$ cat src/rtl/id_ex_stage.sv
// id_ex_stage: ID/EX pipeline register with load-use hazard detection, flush bubbles and EX hold.
//
// Ports:
//   clk, rst                    rising-edge clock, synchronous active-high reset
//   id_valid                    ID holds a real instruction
//   id_pc, id_rs1_data,
//   id_rs2_data, id_imm         XLEN-wide operands from ID / register file
//   id_rs1, id_rs2, id_rd       register indices
//   id_rs1_ren, id_rs2_ren      ID instruction reads rs1 / rs2
//   id_funct3, id_funct7b5      instruction function fields
//   id_branch, id_reg_wena,
//   id_mem2reg, id_mem_rena,
//   id_mem_wena, id_alusrc,
//   id_aluop, id_jump           decoder control outputs
//   ex_flush                    EX redirects PC; kill the ID instruction
//   ex_hold                     EX multi-cycle op busy; freeze ID/EX
//   ex_*                        registered copies of every id_* input
//   stall                       combinational; hold PC and IF/ID this cycle
//   perf_stall_cnt,
//   perf_flush_cnt              stall / flush cycle counters (only with ID_EX_PERF_EN)
//
// Optional feature: define ID_EX_PERF_EN to add the two performance counters.
module id_ex_stage #(
    parameter int XLEN    = 32,
    parameter int RADDR_W = 5
) (
    input  logic               clk,
    input  logic               rst,
    input  logic               id_valid,
    input  logic [XLEN-1:0]    id_pc,
    input  logic [XLEN-1:0]    id_rs1_data,
    input  logic [XLEN-1:0]    id_rs2_data,
    input  logic [XLEN-1:0]    id_imm,
    input  logic [RADDR_W-1:0] id_rs1,
    input  logic [RADDR_W-1:0] id_rs2,
    input  logic [RADDR_W-1:0] id_rd,
    input  logic               id_rs1_ren,
    input  logic               id_rs2_ren,
    input  logic [2:0]         id_funct3,
    input  logic               id_funct7b5,
    input  logic               id_branch,
    input  logic               id_reg_wena,
    input  logic               id_mem2reg,
    input  logic               id_mem_rena,
    input  logic               id_mem_wena,
    input  logic               id_alusrc,
    input  logic [2:0]         id_aluop,
    input  logic [1:0]         id_jump,
    input  logic               ex_flush,
    input  logic               ex_hold,
    output logic               ex_valid,
    output logic [XLEN-1:0]    ex_pc,
    output logic [XLEN-1:0]    ex_rs1_data,
    output logic [XLEN-1:0]    ex_rs2_data,
    output logic [XLEN-1:0]    ex_imm,
    output logic [RADDR_W-1:0] ex_rs1,
    output logic [RADDR_W-1:0] ex_rs2,
    output logic [RADDR_W-1:0] ex_rd,
    output logic               ex_rs1_ren,
    output logic               ex_rs2_ren,
    output logic [2:0]         ex_funct3,
    output logic               ex_funct7b5,
    output logic               ex_branch,
    output logic               ex_reg_wena,
    output logic               ex_mem2reg,
    output logic               ex_mem_rena,
    output logic               ex_mem_wena,
    output logic               ex_alusrc,
    output logic [2:0]         ex_aluop,
    output logic [1:0]         ex_jump,
`ifdef ID_EX_PERF_EN
    output logic [31:0]        perf_stall_cnt,
    output logic [31:0]        perf_flush_cnt,
`endif
    output logic               stall
);

    logic rs1_hit;
    logic rs2_hit;
    logic load_use;
    logic bubble;
    logic capture;

    // A load in EX whose destination is a live source of the ID instruction
    // cannot forward in time, so ID must wait one cycle behind a bubble.
    assign rs1_hit  = id_rs1_ren && (id_rs1 == ex_rd);
    assign rs2_hit  = id_rs2_ren && (id_rs2 == ex_rd);
    assign load_use = ex_valid && ex_mem_rena && (ex_rd != '0) && id_valid && (rs1_hit || rs2_hit);

    assign stall = !ex_flush && (ex_hold || load_use);

    // Flush beats hold and load-use; hold beats load-use.
    assign bubble  = ex_flush || (!ex_hold && load_use);
    assign capture = !ex_flush && !ex_hold && !load_use;

    always_ff @(posedge clk) begin
        if (rst) begin
            ex_valid    <= 1'b0;
            ex_pc       <= '0;
            ex_rs1_data <= '0;
            ex_rs2_data <= '0;
            ex_imm      <= '0;
            ex_rs1      <= '0;
            ex_rs2      <= '0;
            ex_rd       <= '0;
            ex_rs1_ren  <= 1'b0;
            ex_rs2_ren  <= 1'b0;
            ex_funct3   <= '0;
            ex_funct7b5 <= 1'b0;
            ex_branch   <= 1'b0;
            ex_reg_wena <= 1'b0;
            ex_mem2reg  <= 1'b0;
            ex_mem_rena <= 1'b0;
            ex_mem_wena <= 1'b0;
            ex_alusrc   <= 1'b0;
            ex_aluop    <= '0;
            ex_jump     <= '0;
        end else if (bubble) begin
            // Only the state-changing controls are killed; data fields hold.
            ex_valid    <= 1'b0;
            ex_branch   <= 1'b0;
            ex_reg_wena <= 1'b0;
            ex_mem2reg  <= 1'b0;
            ex_mem_rena <= 1'b0;
            ex_mem_wena <= 1'b0;
            ex_jump     <= '0;
        end else if (capture) begin
            ex_valid    <= id_valid;
            ex_pc       <= id_pc;
            ex_rs1_data <= id_rs1_data;
            ex_rs2_data <= id_rs2_data;
            ex_imm      <= id_imm;
            ex_rs1      <= id_rs1;
            ex_rs2      <= id_rs2;
            ex_rd       <= id_rd;
            ex_rs1_ren  <= id_rs1_ren;
            ex_rs2_ren  <= id_rs2_ren;
            ex_funct3   <= id_funct3;
            ex_funct7b5 <= id_funct7b5;
            // An invalid ID slot becomes a bubble whatever the decoder drives.
            ex_branch   <= id_valid && id_branch;
            ex_reg_wena <= id_valid && id_reg_wena;
            ex_mem2reg  <= id_valid && id_mem2reg;
            ex_mem_rena <= id_valid && id_mem_rena;
            ex_mem_wena <= id_valid && id_mem_wena;
            ex_alusrc   <= id_valid && id_alusrc;
            ex_aluop    <= id_valid ? id_aluop : 3'b000;
            ex_jump     <= id_valid ? id_jump : 2'b00;
        end
    end

`ifdef ID_EX_PERF_EN
    // Free-running counters that wrap naturally at 2^32.
    always_ff @(posedge clk) begin
        if (rst) begin
            perf_stall_cnt <= '0;
            perf_flush_cnt <= '0;
        end else begin
            perf_stall_cnt <= perf_stall_cnt + {31'd0, stall};
            perf_flush_cnt <= perf_flush_cnt + {31'd0, ex_flush};
        end
    end
`endif

endmodule

$ cat config.mk
export PLATFORM = sky130hd
export DESIGN_NAME = id_ex_stage
export DESIGN_NICKNAME = d
export VERILOG_FILES = /design/src/rtl/id_ex_stage.sv
export SDC_FILE = /design/constraint.sdc
export NUM_CORES = 1
export LEC_CHECK = 0
export BUFFER_PORTS_ARGS = -buffer_cell sky130_fd_sc_hd__clkbuf_2
export CAP_MARGIN = 20
export CELL_PAD_IN_SITES_DETAIL_PLACEMENT = 0
export CELL_PAD_IN_SITES_GLOBAL_PLACEMENT = 1
export CORE_ASPECT_RATIO = 0.6
export CORE_MARGIN = 5
export CORE_UTILIZATION = 30
export DETAILED_ROUTE_END_ITERATION = 10
export GPL_ROUTABILITY_DRIVEN = 0
export PLACE_DENSITY = 0.78
export SETUP_SLACK_MARGIN = 0.4
export SLEW_MARGIN = 20
export SYNTH_ARGS = -nofsm -noshare
export SYNTH_HDL_FRONTEND = slang
export SYNTH_SLANG_ARGS = --single-unit
export TNS_END_PERCENT = 100
$ cat constraint.sdc
create_clock -name clk -period 3.55 [get_ports clk]
set_input_delay 1.065 -clock clk [delete_from_list [all_inputs] [get_ports clk]]
set_output_delay 1.065 -clock clk [all_outputs]
set_load 0.03 [all_outputs]
==> metrics.yaml, run 1 <==
place:
  dpl-instance-area_um2: 9260
  io_buffers: 326
  pre_cts_slack_ns: -0.102
  place_hpwl_mm: 14.7
timing:
  min_period_over_period: 1.00
  rsz0062_at_grt: "true"
  max_slew.worst_pin.slew_ns: 0.835
  max-slew-margin-rel: 0.444
  period_minus_slack_ns: 3.55
  setup_violations: 1
  fin_ws_ns: -0.00400
  hold_viol: 0
  timing.fmax_mhz: 281
  fin_skew_ns: 0.0116
  slew_violations: 0
logic_synthesis:
  netlist.area_leader.share: 0.437
  synth_area_um2: 7370
  synth_edf_count: 0
  synth_common_cells: "nand2b_1, dfxtp_1, mux2i_1"
  postSynthAreaPerCell_um2: 10.2
  syn_nets: 891
  ys_warn_count: 0
  synth_most_common_cell: "nand2b_1"
  synthFlopType: "dfxtp_1"
  synth_seq_cells: 161
  synthTopCellsByArea: "dfxtp_1, nand2b_1, mux2i_1"
  synth_area_leader_cell: "dfxtp_1"
  syn-instance-count: 726
  seq_area_frac_synth: 0.437
  yosysUniqueCellTypes: 24
  synthArstFlopShare: 0
finish:
  drive_gt1_frac: 0.362
  syn_to_final_growth_pct: 33.8
  final_nets: 1190
  diodes: 0
  num-fill-cells: 2424
  fin_area_um2: 9870
die:
  die_h_um: 131
  num_rows: 44
  core_area_um2: 24200
  dieArea_um2: 27900
  start_util: 0.305
  io_pins: 327
  chipWidth_um: 212
outcome:
  outcome: "finished with violations"
  violations: "negative setup slack"
routing:
  viasPerCell: 4.30
  dr.pass1.iters: 4
  num_vias: 5842
  wl_met1_mm: 9.23
  wl_mm: 20.2
  wire_per_inst_um: 14.8
  wl_met2_mm: 8.77
  drt_iter0_drc: 263
  dr_wl_met3_mm: 1.81
  maxUsedRoutingLayer: "met4"
  drc: 0
  ant_nets: 0
setup_path:
  critPathRequiredTime_ns: 2.48
  cp.arrival_ns: 2.49
  cp-start-kind: "input port"
  critPathKind: "in2out"
  end_kind: "primary output"
  path_max_fanout: 2
grt:
  grt_pass1_vias: 5851
  grt_pass1_wl_mm: 32.0
  grt_use_total: 0.142
  grt_overflow: 0
  grt_max_degree: 111
  antenna_found_initial: 0
power:
  switching_power_mw: 1.21
  peakVddDrop_uv: 334
  p_int_mw: 3.22
  p_per_area_nw_per_um2: 449
  power.share.sequential: 0.440
  switching_share: 0.273
  total_leakage_power_nw: 4.38
  p_clk_frac: 0.401
  combPwrFrac: 0.158
clock_tree:
  cts.sinks: 161
  clkSlewWorstSetupHoldPaths_ns: 0.06
  cts_setup_buffers: 0
  insertion_delay_ns: 0.44
  cts_tree: "built"
  cts_buffers: 17
  htree_levels: 4
  clock_path_buffers: 2
  clock-root-buffer: "clkbuf_16"
flow_run:
  drv_cap: 0
min_path:
  hold_class: "reg2reg"
## repair_timing
action | CTS | global route
pin swaps | 1 | 1
setup endpoints to repair | 1 | 1
hold buffers | 0 | 0
gates resized for setup | 4 | 2
## worst paths after layout
check / slack (ns) / depth (start not counted) / startpoint / endpoint
worst max-delay path: -0.004 / 8 / id_rs1[1] / stall
worst min-delay path: 0.47 / 2 / ex_rs1_data[2] / ex_rs1_data[2]
worst min register to register: 0.47 / 2 / ex_rs1_data[2] / ex_rs1_data[2]
worst max register to register: 0.87 / 8 / ex_rd[0] / ex_imm[24]
## routing by layer
layer	vias up	track usage
met5	-	0
met4	0	0.0487
met3	28	0.0600
met2	172	0.213
met1	2666	0.184
li1	2976	-
## power groups by stage
stage,clock [mW],sequential [mW],combinational [mW]
3_3_place_gp,0,1.98,0.699
6_report,1.78,1.95,0.701
5_1_grt,1.92,1.96,0.756
4_1_cts,1.85,1.95,0.711
2_1_floorplan,0,2.16,0.285
3_5_place_dp,0,1.99,0.705
## final cells by class
cell class | count | area (µm²) | area share
Clock buffer | 22 | 484 | 0.0491
Inverter | 1 | 3.75 | 0.000380
Timing Repair Buffer | 337 | 1780 | 0.180
Tap cell | 322 | 403 | 0.0408
Sequential cell | 161 | 3220 | 0.327
Multi-Input combinational cell | 507 | 3890 | 0.394
Clock inverter | 9 | 82.6 | 0.00837
## critical path, cell delays in order
cell      delay, ns
clkbuf_2       0.09
xor2_1         0.15
nor4_2         0.27
buf_4          0.16
a32oi_4        0.11
or3_4          0.36
a21oi_4        0.14
buf_8          0.14
## through the flow
| stage | hold WS (ns) | instances | utilization | power [mW] | setup TNS [ns] |
|---|---|---|---|---|---|
| 2_1_floorplan | 0.596 | 726 | - | 2.44 | 0 |
| 6_report | 0.468 | 1359 | 0.408 | 4.43 | -0.00400 |
| 4_1_cts | 0.472 | 1359 | 0.408 | 4.51 | -0.0300 |
| 3_5_place_dp | 0.460 | 1328 | 0.383 | 2.69 | -0.102 |
| 3_3_place_gp | 0.458 | 1328 | 0.383 | 2.68 | -0.120 |
| 5_1_grt | 0.484 | 1359 | 0.408 | 4.64 | -0.0820 |
## sequential cells by signal (all words and copies together), names as in the netlist
name,cells
ex_branch,1
ex_rs1_data,32
ex_mem_wena,1
ex_funct7b5,1
ex_rd,5
ex_valid,1
ex_pc,32
ex_jump,2
ex_alusrc,1
ex_rs1,5
ex_rs2,5
ex_mem2reg,1
ex_imm,32
ex_reg_wena,1
ex_rs1_ren,1
ex_rs2_data,32
ex_rs2_ren,1
ex_funct3,3
ex_aluop,3
ex_mem_rena,1
## placed cells by master (no fill, tap or decap), types with 2 or more instances in the layout
| master | netlist | final |
|---|---|---|
| o211ai_1 | 9 | 9 |
| o2111ai_1 | 7 | 7 |
| clkinvlp_4 | 0 | 2 |
| clkinv_4 | 0 | 2 |
| clkbuf_2 | 0 | 324 |
| buf_4 | 0 | 7 |
| dfxtp_1 | 161 | 161 |
| xor2_1 | 8 | 7 |
| nand3b_1 | 4 | 4 |
| nor4_2 | 1 | 2 |
| nand2b_1 | 302 | 302 |
| clkbuf_16 | 0 | 17 |
| xnor2_1 | 2 | 2 |
| mux2i_1 | 161 | 161 |
| nor2_1 | 3 | 3 |
| clkinv_2 | 0 | 4 |
| buf_12 | 0 | 4 |
| clkbuf_8 | 0 | 4 |
## logic make-up (layout without fill, tap and decap cells)
group | after synthesis | count (layout) | synth area share
flip-flops | 161 | 161 | 0.437
multiplexers | 161 | 161 | 0.219
XOR/XNOR | 10 | 10 | 0.0119
buffers and inverters | 58 | 369 | 0.0411
AND/OR/NAND/NOR | 317 | 317 | 0.270
AO/OA/AOI/OAI | 19 | 19 | 0.0216
(Power assumes the default switching activity.)
==> run 2, diff against run 1 <==
- PLACE_DENSITY: 0.78 -> 0.76
==> metrics.yaml, run 2 (synthesis gave the netlist of run 1 again) <==
routing:
  viasPerCell: 4.27  # -0.63%
  wire_per_inst_um: 14.8  # -0.48%
  drt_iter0_drc: 304  # +16%
  dr.pass1.iters: 4  # unchanged
  ant_nets: 0  # unchanged
  drc: 0  # unchanged
  num_vias: 5805  # -0.63%
  wl_mm: 20.1  # -0.48%
setup_path:
  critPathKind: "in2out"
  slowest_delay_ns: 0.44  # +0.08 ns
  slowest_stage: "or3_4"
  cp_cell_sequence: "buf_8 > xor2_4 > nor4_4 > a32oi_2 > or3_4 > a21oi_4 > buf_8"
  cp.arrival_ns: 2.61  # +0.12 ns
  r2r-end: "ex_rs1_data[5]"
  r2r-start: "ex_rd[0]"
  cp-start-kind: "input port"
  r2r_slack_ns: 0.72  # -0.15 ns
  cp_common_cell: "buf_8"
  critPathBufInv: 2  # -1
  critPathRequiredTime_ns: 2.48  # about the same
  path_max_fanout: 2  # unchanged
  critPathTopFamily: "simple AND/OR/NAND/NOR gates"
  end_kind: "primary output"
  ff2ff_path_depth: 9  # +1
power:
  peakVddDrop_uv: 274  # -18%
  power.total_mw: 4.56  # +3.0%
  p_per_area_nw_per_um2: 460  # +2.6%
  total_leakage_power_nw: 4.40  # +0.47%
flow_run:
  drv_cap: 0  # unchanged
clock_tree:
  insertion_delay_ns: 0.44  # about the same
  clock_path_buffers: 2  # unchanged
  cts_buffers: 17  # unchanged
  clock-root-buffer: "clkbuf_16"
  clkSlewWorstSetupHoldPaths_ns: 0.06  # about the same
  cts_tree: "built"
  cts.sinks: 161  # unchanged
  htree_levels: 4  # unchanged
  ctsHoldBuffers: 0  # unchanged
grt:
  antenna_found_initial: 0  # unchanged
  grt_use_total: 0.141  # -0.00108
  grt_pass1_vias: 5723  # -2.2%
  grt_pass1_wl_mm: 31.7  # -0.78%
  grt_max_degree: 124  # +12%
  grt_overflow: 0  # unchanged
timing:
  fin_setup_tns_ns: -0.127  # -0.123 ns
  setup_violations: 1  # unchanged
  fin_ws_ns: -0.127  # -0.123 ns
  slew_violations: 0  # unchanged
  timing.fmax_mhz: 272  # -3.3%
  hold_viol: 0  # unchanged
  max_slew.worst_pin.slew_ns: 0.990  # +0.156 ns
  rsz0062_at_grt: "true"
  period_minus_slack_ns: 3.68  # +0.123 ns
  max-slew-margin-rel: 0.337  # -0.106
  fin_skew_ns: 0.00963  # -0.00194 ns
  min_period_over_period: 1.04  # +0.0346
finish:
  fin_area_um2: 9910  # +0.47%
  finish.utilization: 0.410  # +0.00192
  syn_to_final_growth_pct: 34.5
  final_common_cell: "clkbuf_2"
  num-fill-cells: 2375  # -2.0%
  final_cell_mix: "clkbuf_2, nand2b_1, mux2i_1, dfxtp_1, clkbuf_16"
  drive_gt1_frac: 0.359  # -0.00289
  diodes: 0  # unchanged
  final_nets: 1189  # -0.084%
min_path:
  hold_path.startpoint: "ex_imm[25]"
  hold_depth: 2  # unchanged
  worst_hold_path.endpoint: "ex_imm[25]"
  hold_class: "reg2reg"
place:
  pre_cts_slack_ns: -0.131  # -0.0295 ns
  place_hpwl_mm: 14.5  # -1.5%
  dpl-instance-area_um2: 9240  # -0.24%
  io_buffers: 326  # unchanged
die:
  num_rows: 44  # unchanged
  io_pins: 327  # unchanged
  die_h_um: 131  # unchanged
  core_area_um2: 24200  # unchanged
  dieArea_um2: 27900  # unchanged
  chipWidth_um: 212  # unchanged
  start_util: 0.305  # unchanged
outcome:
  violations: "negative setup slack"
  outcome: "finished with violations"
==> run 2: cell count changes in the layout (fill, tap and decap cells not counted), sizes merged <==
| cell | delta |
|---|---|
| bufinv | +2 |
| clkinv | -1 |
| clkinvlp | -1 |
==> run 2: worst min-delay path, stage by stage, from the launching register on <==
cell and delay [ns]:
dfxtp_1 0.31, nand2b_1 0.06, mux2i_1 0.05
==> run 2: metal layers <==
metal / part of all wire / vias to the layer above / track usage
met5: 0 / - / 0
met4: 0.013 / 0 / 0.0448
met3: 0.097 / 16 / 0.0636
met2: 0.43 / 176 / 0.204
met1: 0.46 / 2640 / 0.187
li1: - / 2973 / -
==> run 2: timing repair <==
action | CTS | global route
buffers inserted | 1 | 1
gates resized for setup | 2 | 8
setup endpoints to repair | 1 | 1
pin swaps | 2 | 4
hold endpoints to repair | 0 | 0
==> run 2: area by class of cell <==
| cell class | count | area [µm²] | share of cell area |
|---|---|---|---|
| clock buffer | 23 | 478 | 0.0482 |
| clock inverter | 9 | 130 | 0.0131 |
| inverter | 1 | 3.75 | 0.000379 |
| multi-input combinational | 507 | 3890 | 0.393 |
| sequential | 161 | 3220 | 0.325 |
| tap | 322 | 403 | 0.0406 |
| timing repair buffer | 336 | 1780 | 0.180 |
==> run 2: how the worst max path moves through the flow <==
stage | end | depth (start not counted) | from | slack [ns]
2_1_floorplan | stall | 5 | id_rs1[0] | 0.17
3_3_place_gp | stall | 7 | id_rs1[0] | -0.10
3_5_place_dp | stall | 7 | id_rs1[0] | -0.13
4_1_cts | stall | 7 | id_rs1[1] | -0.1
5_1_grt | stall | 7 | id_rs1[4] | -0.17
6_report | stall | 7 | id_rs1[0] | -0.13
==> run 2: metrics by stage <==
step / cells / hold slack, ns
after floorplan: 726 / 0.596
after global placement: 1325 / 0.457
after detailed placement: 1325 / 0.460
after CTS: 1358 / 0.475
after global routing: 1359 / 0.487
final: 1359 / 0.468
==> run 2: report_power, final <==
part / internal, mW / switching, mW / leakage, nW / total, mW
clock network: 1.16 / 0.753 / 0.297 / 1.91
registers: 1.90 / 0.0527 / 1.32 / 1.95
logic: 0.290 / 0.409 / 2.79 / 0.699
total: 3.35 / 1.22 / 4.40 / 4.56
